$ cat config.mk
export PLATFORM = sky130hd
export DESIGN_NAME = mcycle_unit
export DESIGN_NICKNAME = d
export VERILOG_FILES = /design/src/rtl/mcycle_unit.sv
export SDC_FILE = /design/constraint.sdc
export NUM_CORES = 1
export LEC_CHECK = 0
export CORE_MARGIN = 5
export CORE_UTILIZATION = 48
export DETAILED_ROUTE_END_ITERATION = 12
export HOLD_SLACK_MARGIN = 0.05
export PLACE_DENSITY = 0.72
export SLEW_MARGIN = 5
export SYNTH_ARGS = -nofsm -noshare
export SYNTH_HDL_FRONTEND = slang
export SYNTH_SLANG_ARGS = --single-unit
$ cat constraint.sdc
create_clock -name CLK -period 3.5 [get_ports CLK]
set_input_delay 0.35 -clock CLK [delete_from_list [all_inputs] [get_ports CLK]]
set_output_delay 0.35 -clock CLK [all_outputs]
set_load 0.05 [all_outputs]
$ cat src/rtl/mcycle_unit.sv
// rtl/mcycle_unit.sv - multi-cycle multiply/divide unit (shift-add / restoring divide)
//
// Purpose : iterative WIDTH x WIDTH multiplier and WIDTH / WIDTH divider, one
//           iteration per clock, WIDTH iterations per operation.
// Macro   : MCYCLE_SIGNED_EN - when defined, Signed=1 selects two's-complement
//           operation; when undefined the Signed port is ignored (all unsigned).
// Ports   : CLK       - clock, all state updates on rising edge
//           RESET     - synchronous active-high reset
//           Start     - operation request (already condition-gated)
//           MCycleOp  - 0 = multiply, 1 = divide
//           Signed    - signed operation request
//           Operand1  - multiplicand / dividend
//           Operand2  - multiplier / divisor
//           Result1   - product low half / quotient
//           Result2   - product high half / remainder
//           Busy      - pipeline stall request (combinational)
module mcycle_unit #(
    parameter int WIDTH = 32
) (
    input  logic             CLK,
    input  logic             RESET,
    input  logic             Start,
    input  logic             MCycleOp,
    input  logic             Signed,
    input  logic [WIDTH-1:0] Operand1,
    input  logic [WIDTH-1:0] Operand2,
    output logic [WIDTH-1:0] Result1,
    output logic [WIDTH-1:0] Result2,
    output logic             Busy
);

    localparam int CW = $clog2(WIDTH);

    typedef enum logic [1:0] {IDLE, COMPUTING, DONE} state_t;

    state_t           r_state;
    logic [CW-1:0]    r_cnt;
    logic             r_div;      // latched MCycleOp
    logic [WIDTH-1:0] r_hi;       // product high half / partial remainder
    logic [WIDTH-1:0] r_lo;       // multiplier / quotient shift register
    logic [WIDTH-1:0] r_m;        // multiplicand / divisor magnitude
    logic             r_neg_q;    // negate product or quotient at the end
    logic             r_neg_r;    // negate remainder at the end
    logic             r_div0;     // divisor was zero
    logic [WIDTH-1:0] r_op1;      // original dividend for divide-by-zero result
    logic [WIDTH-1:0] r_res1;
    logic [WIDTH-1:0] r_res2;

    logic             w_sgn;
    logic             w_s1;
    logic             w_s2;
    logic [WIDTH-1:0] w_mag1;
    logic [WIDTH-1:0] w_mag2;
    logic [WIDTH:0]   w_add;
    logic [WIDTH-1:0] w_mul_hi;
    logic [WIDTH-1:0] w_mul_lo;
    logic [WIDTH:0]   w_shift;
    logic             w_ge;
    logic [WIDTH-1:0] w_diff;
    logic [WIDTH-1:0] w_div_hi;
    logic [WIDTH-1:0] w_div_lo;
    logic [2*WIDTH-1:0] w_prod;
    logic [WIDTH-1:0] w_q;
    logic [WIDTH-1:0] w_r;

`ifdef MCYCLE_SIGNED_EN
    assign w_sgn = Signed;
`else
    assign w_sgn = Signed & 1'b0;
`endif

    // Operands are reduced to magnitudes; signs are reapplied on the last iteration.
    assign w_s1   = w_sgn & Operand1[WIDTH-1];
    assign w_s2   = w_sgn & Operand2[WIDTH-1];
    assign w_mag1 = w_s1 ? -Operand1 : Operand1;
    assign w_mag2 = w_s2 ? -Operand2 : Operand2;

    // Shift-add: add multiplicand into the high half when the current multiplier
    // bit is set, then shift the whole {carry, hi, lo} right by one.
    assign w_add    = {1'b0, r_hi} + (r_lo[0] ? {1'b0, r_m} : '0);
    assign w_mul_hi = w_add[WIDTH:1];
    assign w_mul_lo = {w_add[0], r_lo[WIDTH-1:1]};

    // Restoring divide: bring the next dividend bit into the remainder and
    // subtract the divisor when it fits. A zero divisor always "fits", so the
    // quotient fills with ones and the remainder ends as the dividend magnitude.
    assign w_shift  = {r_hi, r_lo[WIDTH-1]};
    assign w_ge     = w_shift >= {1'b0, r_m};
    assign w_diff   = w_shift[WIDTH-1:0] - r_m;
    assign w_div_hi = w_ge ? w_diff : w_shift[WIDTH-1:0];
    assign w_div_lo = {r_lo[WIDTH-2:0], w_ge};

    // Sign-corrected final values, valid on the last iteration only.
    assign w_prod = r_neg_q ? -{w_mul_hi, w_mul_lo} : {w_mul_hi, w_mul_lo};
    assign w_q    = r_neg_q ? -w_div_lo : w_div_lo;
    assign w_r    = r_neg_r ? -w_div_hi : w_div_hi;

    always_ff @(posedge CLK) begin
        if (RESET) begin
            r_state <= IDLE;
            r_cnt   <= '0;
            r_div   <= 1'b0;
            r_hi    <= '0;
            r_lo    <= '0;
            r_m     <= '0;
            r_neg_q <= 1'b0;
            r_neg_r <= 1'b0;
            r_div0  <= 1'b0;
            r_op1   <= '0;
            r_res1  <= '0;
            r_res2  <= '0;
        end else begin
            case (r_state)
                IDLE: begin
                    if (Start) begin
                        r_state <= COMPUTING;
                        r_cnt   <= '0;
                        r_div   <= MCycleOp;
                        r_hi    <= '0;
                        r_lo    <= w_mag1;
                        r_m     <= w_mag2;
                        r_neg_q <= w_s1 ^ w_s2;
                        r_neg_r <= w_s1;
                        r_div0  <= (Operand2 == '0);
                        r_op1   <= Operand1;
                    end
                end
                COMPUTING: begin
                    r_cnt <= r_cnt + CW'(1);
                    r_hi  <= r_div ? w_div_hi : w_mul_hi;
                    r_lo  <= r_div ? w_div_lo : w_mul_lo;
                    if (r_cnt == CW'(WIDTH - 1)) begin
                        r_state <= DONE;
                        if (!r_div) begin
                            r_res1 <= w_prod[WIDTH-1:0];
                            r_res2 <= w_prod[2*WIDTH-1:WIDTH];
                        end else if (r_div0) begin
                            r_res1 <= '1;
                            r_res2 <= r_op1;
                        end else begin
                            r_res1 <= w_q;
                            r_res2 <= w_r;
                        end
                    end
                end
                DONE:    r_state <= IDLE;
                default: r_state <= IDLE;
            endcase
        end
    end

    assign Busy    = !RESET && (((r_state == IDLE) && Start) || (r_state == COMPUTING));
    assign Result1 = r_res1;
    assign Result2 = r_res2;

endmodule

==> reports/qor.txt, run 1 <==
Run status -> complete, no violations
Hold buffers post-CTS -> 0
Area of the core -> 25000 um2
First-pass GRT wire length -> 63.4 mm
FF+latch count, synth -> 201
Crit path buf inv count -> 2
Initial antenna violation count -> 0
Worst path max stage delay -> 520 ps
Slowest-stage cell, CP -> or4_1
Share of the yosys chip area belonging to registers -> 0.332
Vias in the first global route -> 11600
Worst vdd ir -> 0.273 mV
Post-DRT Antenna Nets -> 0
Count leader, synth -> nand2_1
Setup-failing EPs final -> 0
Rows -> 58
Largest net degree at the start of global routing -> 108
Crit path kind -> register to register
Synth top area share -> 0.332
Crit start category -> register
Worst-Skew Late Latency -> 540 ps
Clock Pin Slew Worst Setup and Hold Paths -> 60 ps
Grt met3 use -> 0.0619
Post-DP HPWL -> 29.3 mm
Mapped Area -> 12100 um2
R2R setup slack -> 120 ps
Main synth FF type -> dfxtp_1
Relative slew slack -> 0.163
Syn Inst Count -> 1587
Routed wire length -> 40.5 mm
Top cells by instance count after synthesis -> nand2_1, dfxtp_1, a21oi_1, nor2_1, o21ai_0
Hold WC Path Type -> primary input to register
CTS tree -> built
DIE WIDTH -> 169 um
Asr flop ratio synth -> 0
Min-Delay Endpoint -> r_cnt[0]$_SDFFE_PP0P_
Met2 Use GR -> 0.413
Top Family by Delay on Critical Path -> simple AND/OR/NAND/NOR gates
Endpoints failing hold -> 0
Reg2reg end -> Result2[7]$_SDFFE_PP0P_
Unrepaired setup endpoints after global routing -> true
DRC viols -> 0
Global-route met1 utilization -> 0.383
Worst setup margin -> 120 ps
First drt pass iteration count -> 5
R2R cell count -> 11
Syn Area/Cell -> 7.63 um2
Tcrit/Tclk final -> 0.966
Count of cell types in the netlist -> 69
IO Count -> 134
Critical Path RT -> 3930 ps
Starting Density -> 0.484
Hold Path Origin -> RESET
Drt initial violations -> 1196
Syn. warnings -> 0
FF-to-FF Start -> r_m[17]$_SDFFE_PP0P_
Layout cell share with drive strength beyond 1 -> 0.121
CTS buffer count -> 23
Final min period -> 3380 ps
# fillers -> 2314
PwrDens -> 418 nW/um2
GR peak layer -> met2
Slew Viols, Final -> 0
Max_cap viols -> 0
GRT Total Usage -> 0.272
Clk root buf -> clkbuf_16
Fin Clk Skew -> 10.5 ps
Fmax -> 296 MHz
Crit path max fanout -> 27
Post-synth EDFFs -> 0
RePlAce Congestion -> 1.00
Vias -> 12300
Syn nets -> 1724
Post-route design area -> 15200 um2
Fin util -> 0.606
Die Ht -> 169 um
Clk buf depth -> 3
Full die area -> 28500 um2
Leak pwr -> 5.98 nW
Pre-CTS setup slack -> -77.0 ps
Port Buf Inserts -> 132
Wirelength per Cell -> 19.5 um
Cells along the critical path -> inv_1 > ha_1 > nand4_4 > or4_1 > or4_4 > o211ai_2 > a31oi_4 > buf_12 > o31ai_2 > a21oi_1 > a2111oi_2
Crit path DAT -> 3810 ps
Nets -> 1870
Cell taking the most area after synthesis -> dfxtp_1
Worst Setup End Kind -> register
Vias per cell -> 5.90
Post-DP Area -> 14100 um2
Actual slew at the worst max-slew pin -> 1240 ps
Htree depth -> 1
Area contributors post-synth -> dfxtp_1, a21oi_1, nand2_1
Remaining Overflow, GRT -> 0
Clk sinks -> 201
Hold depth -> 2
Area Growth Syn to Fin -> 25.4%
ANT cells -> 0
-- how the worst max path moves through the flow --
stage                     slack, ps                  endpoint  cells past startpoint                  from
after floorplan                 180  Result2[25]$_SDFFE_PP0P_                     15  r_lo[0]$_SDFFE_PP0P_
after global routing            -20   Result2[7]$_SDFFE_PP0P_                     11  r_m[20]$_SDFFE_PP0P_
after CTS                         5  Result2[29]$_SDFFE_PP0P_                     11  r_m[19]$_SDFFE_PP0P_
after global placement          -30  Result2[25]$_SDFFE_PP0P_                     15   r_m[0]$_SDFFE_PP0P_
final                           120   Result2[7]$_SDFFE_PP0P_                     11  r_m[17]$_SDFFE_PP0P_
after detailed placement        -80  Result2[25]$_SDFFE_PP0P_                     15   r_m[0]$_SDFFE_PP0P_
-- layout by cell type (no fill, tap or decap), drive strengths merged, types with 4 or more instances in the layout --
cell / instances
xor2: 22
o21ai: 123
clkbuf: 32
nand2: 229
a21o: 36
clkinv: 6
mux2i: 45
a211oi: 54
nor4: 11
and3: 6
nand4: 12
a22o: 4
a31oi: 13
nand3: 16
clkdlybuf4s50: 130
dfxtp: 201
inv: 47
nor2b: 10
a31o: 4
buf: 95
o2111ai: 5
o21a: 10
o31ai: 9
nor2: 164
a211o: 4
xnor2: 29
or3: 5
mux2: 4
a2111oi: 17
o211ai: 8
a21oi: 190
nor3: 36
nand2b: 15
ha: 66
o21bai: 9
and2: 35
-- metrics by stage --
stage	std cells	power, mW	TNS [ps]	hold WS (ps)
2_1_floorplan	1587	3.38	0	428
3_3_place_gp	2032	3.82	-34.4	440
3_5_place_dp	2032	3.84	-94.3	448
4_1_cts	2074	6.29	0	306
5_1_grt	2080	6.61	-28.9	350
6_report	2080	6.35	0	322
-- area by class of cell --
type / count / area (um2) / area share
clock buffers: 32 / 659 / 0.0434
clock inverters: 10 / 100 / 0.00659
inverters: 45 / 169 / 0.0111
multi-input cells: 1237 / 7730 / 0.510
flip-flops and latches: 201 / 4040 / 0.266
well taps: 330 / 413 / 0.0272
repair buffers: 225 / 2070 / 0.136
-- sequential cells by signal, indices dropped and copies added (netlist names) --
register  cells
Result1      32
Result2      32
r_hi         32
r_lo         32
r_m          32
r_op1        32
r_cnt         5
r_state       2
r_div         1
r_div0        1
-- kinds of logic (layout without fill, tap and decap cells) --
family | Yosys count | in the layout | share of synthesized area
adder cells (fa/ha/maj) | 68 | 68 | 0.0715
XOR/XNOR | 51 | 51 | 0.0369
multiplexers | 49 | 49 | 0.0409
buffers and inverters | 150 | 312 | 0.0485
AND/OR/NAND/NOR | 555 | 555 | 0.204
AO/OA/AOI/OAI | 513 | 514 | 0.266
flip-flops | 201 | 201 | 0.332
-- repair_timing --
action / 4_1_cts / 5_1_grt
setup endpoints to repair: 5 / 41
gates cloned: 0 / 1
setup buffers: 0 / 5
gates resized for setup: 4 / 52
pin swaps: 0 / 10
-- layer usage --
metal | wire, um | vias to the layer above
li1 | - | 5935
met1 | 17900 | 5739
met2 | 17600 | 528
met3 | 3640 | 79
met4 | 1340 | 0
met5 | 0 | -
-- where the power goes --
group          internal, mW  switching (mW)
Clock                  1.40            1.03
Sequential             2.38          0.0795
Combinational         0.611           0.846
Power figures use the tool's default switching activity.
==> run 2: changes to the inputs <==
PLACE_DENSITY = not set   (was 0.72)
PLACE_DENSITY_LB_ADDON = 0.05   (was not set)
SKIP_CTS_REPAIR_TIMING = 1   (was not set)
==> reports/qor.txt, run 2 (synthesis results as in run 1) <==
Port Buf Inserts -> 132 (unchanged)
Relative slew slack -> 0.287 (was 0.163)
Actual slew at the worst max-slew pin -> 1070 ps (was 1240 ps)
GRT Total Usage -> 0.285 (was 0.272)
Die Ht -> 169 um (unchanged)
Min-Delay Endpoint -> r_cnt[0]$_SDFFE_PP0P_ (unchanged)
First drt pass iteration count -> 5 (unchanged)
Endpoints failing hold -> 0 (unchanged)
Clock Pin Slew Worst Setup and Hold Paths -> 60 ps (about the same)
Power, Total -> 6.66 mW (was 6.35 mW)
Sequential share of power -> 0.371 (was 0.387)
Slowest-stage cell, CP -> or4_1 (unchanged)
Final min period -> 3400 ps (was 3380 ps)
Htree depth -> 1 (unchanged)
Hold depth -> 2 (unchanged)
Commonest non-fill, non-tap cells in the layout -> nand2_1, dfxtp_1, a21oi_1, nor2_1, clkdlybuf4s50_1 (unchanged)
Worst Setup End Kind -> register (unchanged)
Area of the core -> 25000 um2 (unchanged)
Cells along the critical path -> inv_1 > ha_4 > nand4_4 > or4_1 > or4_1 > o211ai_2 > a31oi_4 > buf_12 > nand2_1 > o21ai_0 > a2111oi_2 > buf_4 > nor3_1 (was inv_1 > ha_1 > nand4_4 > or4_1 > or4_4 > o211ai_2 > a31oi_4 > buf_12 > o31ai_2 > a21oi_1 > a2111oi_2)
PwrDens -> 428 nW/um2 (was 418 nW/um2)
Top Family by Delay on Critical Path -> simple AND/OR/NAND/NOR gates (unchanged)
Most frequent CP cell -> or4_1
Leak pwr -> 6.20 nW (was 5.98 nW)
Max_cap viols -> 0 (unchanged)
CTS buffer count -> 24 (was 23)
Clk sinks -> 201 (unchanged)
R2R setup slack -> 100 ps (was 120 ps)
Fmax -> 294 MHz (was 296 MHz)
Initial antenna violation count -> 1 (was 0)
Critical Path RT -> 3890 ps (was 3930 ps)
Cell Int Power -> 4.68 mW (was 4.39 mW)
Final hold slack -> 274 ps (was 322 ps)
Placed insts -> 2062 (was 2032)
Crit start category -> register (unchanged)
Routed wire length -> 42.2 mm (was 40.5 mm)
Post-route setup TNS -> 0 ps (unchanged)
Final non-filler cell total -> 2111 (was 2080)
Vias -> 12300 (about the same)
ANT cells -> 0 (unchanged)
Nets -> 1903 (was 1870)
Net Sw Frac -> 0.296 (was 0.308)
Vias in the first global route -> 11800 (was 11600)
Commonest non-fill, non-tap cell in the layout -> nand2_1 (unchanged)
R2R cell count -> 13 (was 11)
Largest net degree at the start of global routing -> 78 (was 108)
Run status -> complete, no violations (unchanged)
Unrepaired setup endpoints after global routing -> true (unchanged)
Tcrit/Tclk final -> 0.973 (was 0.966)
Switching power total -> 1.97 mW (was 1.96 mW)
Area Growth Syn to Fin -> 28.4% (was 25.4%)
DRC viols -> 0 (unchanged)
Crit path max fanout -> 8 (was 27)
Vias per cell -> 5.83 (was 5.90)
Worst setup margin -> 95.8 ps (was 120 ps)
Pre-CTS setup slack -> -274 ps (was -77.0 ps)
IO Count -> 134 (unchanged)
Rows -> 58 (unchanged)
CTS tree -> built (unchanged)
RePlAce Congestion -> 0.955 (was 1.00)
First-pass GRT wire length -> 65.2 mm (was 63.4 mm)
Worst path max stage delay -> 530 ps (was 520 ps)
Worst vdd ir -> 0.356 mV (was 0.273 mV)
Layout cell share with drive strength beyond 1 -> 0.136 (was 0.121)
Clk buf depth -> 3 (unchanged)
Crit path DAT -> 3800 ps (was 3810 ps)
Full die area -> 28500 um2 (unchanged)
Clk root buf -> clkbuf_16 (unchanged)
FF-to-FF Start -> r_m[20]$_SDFFE_PP0P_ (was r_m[17]$_SDFFE_PP0P_)
Fin Clk Skew -> 13.0 ps (was 10.5 ps)
Worst-Skew Late Latency -> 540 ps (about the same)
Slew Viols, Final -> 0 (unchanged)
Hold Path Origin -> RESET (unchanged)
Crit path buf inv count -> 3 (was 2)
Crit path kind -> register to register (unchanged)
Drt initial violations -> 1009 (was 1196)
Hold WC Path Type -> primary input to register (unchanged)
Reg2reg end -> Result2[26]$_SDFFE_PP0P_ (was Result2[7]$_SDFFE_PP0P_)
Clock power frac -> 0.406 (was 0.384)
Gate power share -> 0.222 (was 0.230)
Setup-failing EPs final -> 0 (unchanged)
Starting Density -> 0.484 (unchanged)
Remaining Overflow, GRT -> 0 (unchanged)
Post-DRT Antenna Nets -> 0 (unchanged)
Post-DP HPWL -> 31.3 mm (was 29.3 mm)
DIE WIDTH -> 169 um (unchanged)
Wirelength per Cell -> 20.0 um (was 19.5 um)
run 2: changes by cell type in the layout (fill, tap and decap cells not counted), sizes merged:
cell,delta
buf,+31
clkdlybuf4s50,+1
clkbuf,+4
a31oi,-1
bufinv,+3
clkinvlp,-1
inv,-2
clkinv,-4
run 2: metrics by stage:
stage,cell area (um2),utilization
2_1_floorplan,12100,-
3_3_place_gp,14400,0.573
3_5_place_dp,14400,0.573
4_1_cts,15200,0.607
5_1_grt,15500,0.621
6_report,15500,0.621
run 2: power groups by stage:
stage / Clock (mW) / Sequential, mW / Combinational (mW)
after floorplan: 0 / 2.47 / 0.907
after global placement: 0 / 2.51 / 1.36
after detailed placement: 0 / 2.52 / 1.37
after CTS: 2.74 / 2.47 / 1.38
after global routing: 2.84 / 2.48 / 1.61
final: 2.70 / 2.47 / 1.48
run 2: metal layers:
layer | track usage | routed length, um | vias up
met5 | 0 | 14 | -
met4 | 0.106 | 1650 | 2
met3 | 0.0544 | 3360 | 87
met2 | 0.457 | 19000 | 474
met1 | 0.382 | 18100 | 5772
li1 | - | - | 5976
run 2: final cells by class:
cell class | instances | area (um2)
clock inverters | 6 | 155
clock buffers | 35 | 692
repair buffers | 258 | 2320
flip-flops and latches | 201 | 4040
inverters | 45 | 169
multi-input cells | 1236 | 7750
fillers | 2300 | 9500
well taps | 330 | 413
run 2: worst max path at each step:
stage	startpoint	endpoint	slack (ps)	depth (start not counted)
5_1_grt	r_lo[0]$_SDFFE_PP0P_	Result2[26]$_SDFFE_PP0P_	-60	15
3_3_place_gp	r_lo[31]$_SDFFE_PP0P_	Result2[26]$_SDFFE_PP0P_	-170	16
4_1_cts	r_lo[0]$_SDFFE_PP0P_	Result2[26]$_SDFFE_PP0P_	-290	17
3_5_place_dp	r_lo[31]$_SDFFE_PP0P_	Result2[26]$_SDFFE_PP0P_	-270	16
2_1_floorplan	r_lo[0]$_SDFFE_PP0P_	Result2[25]$_SDFFE_PP0P_	180	15
6_report	r_m[20]$_SDFFE_PP0P_	Result2[26]$_SDFFE_PP0P_	100	13
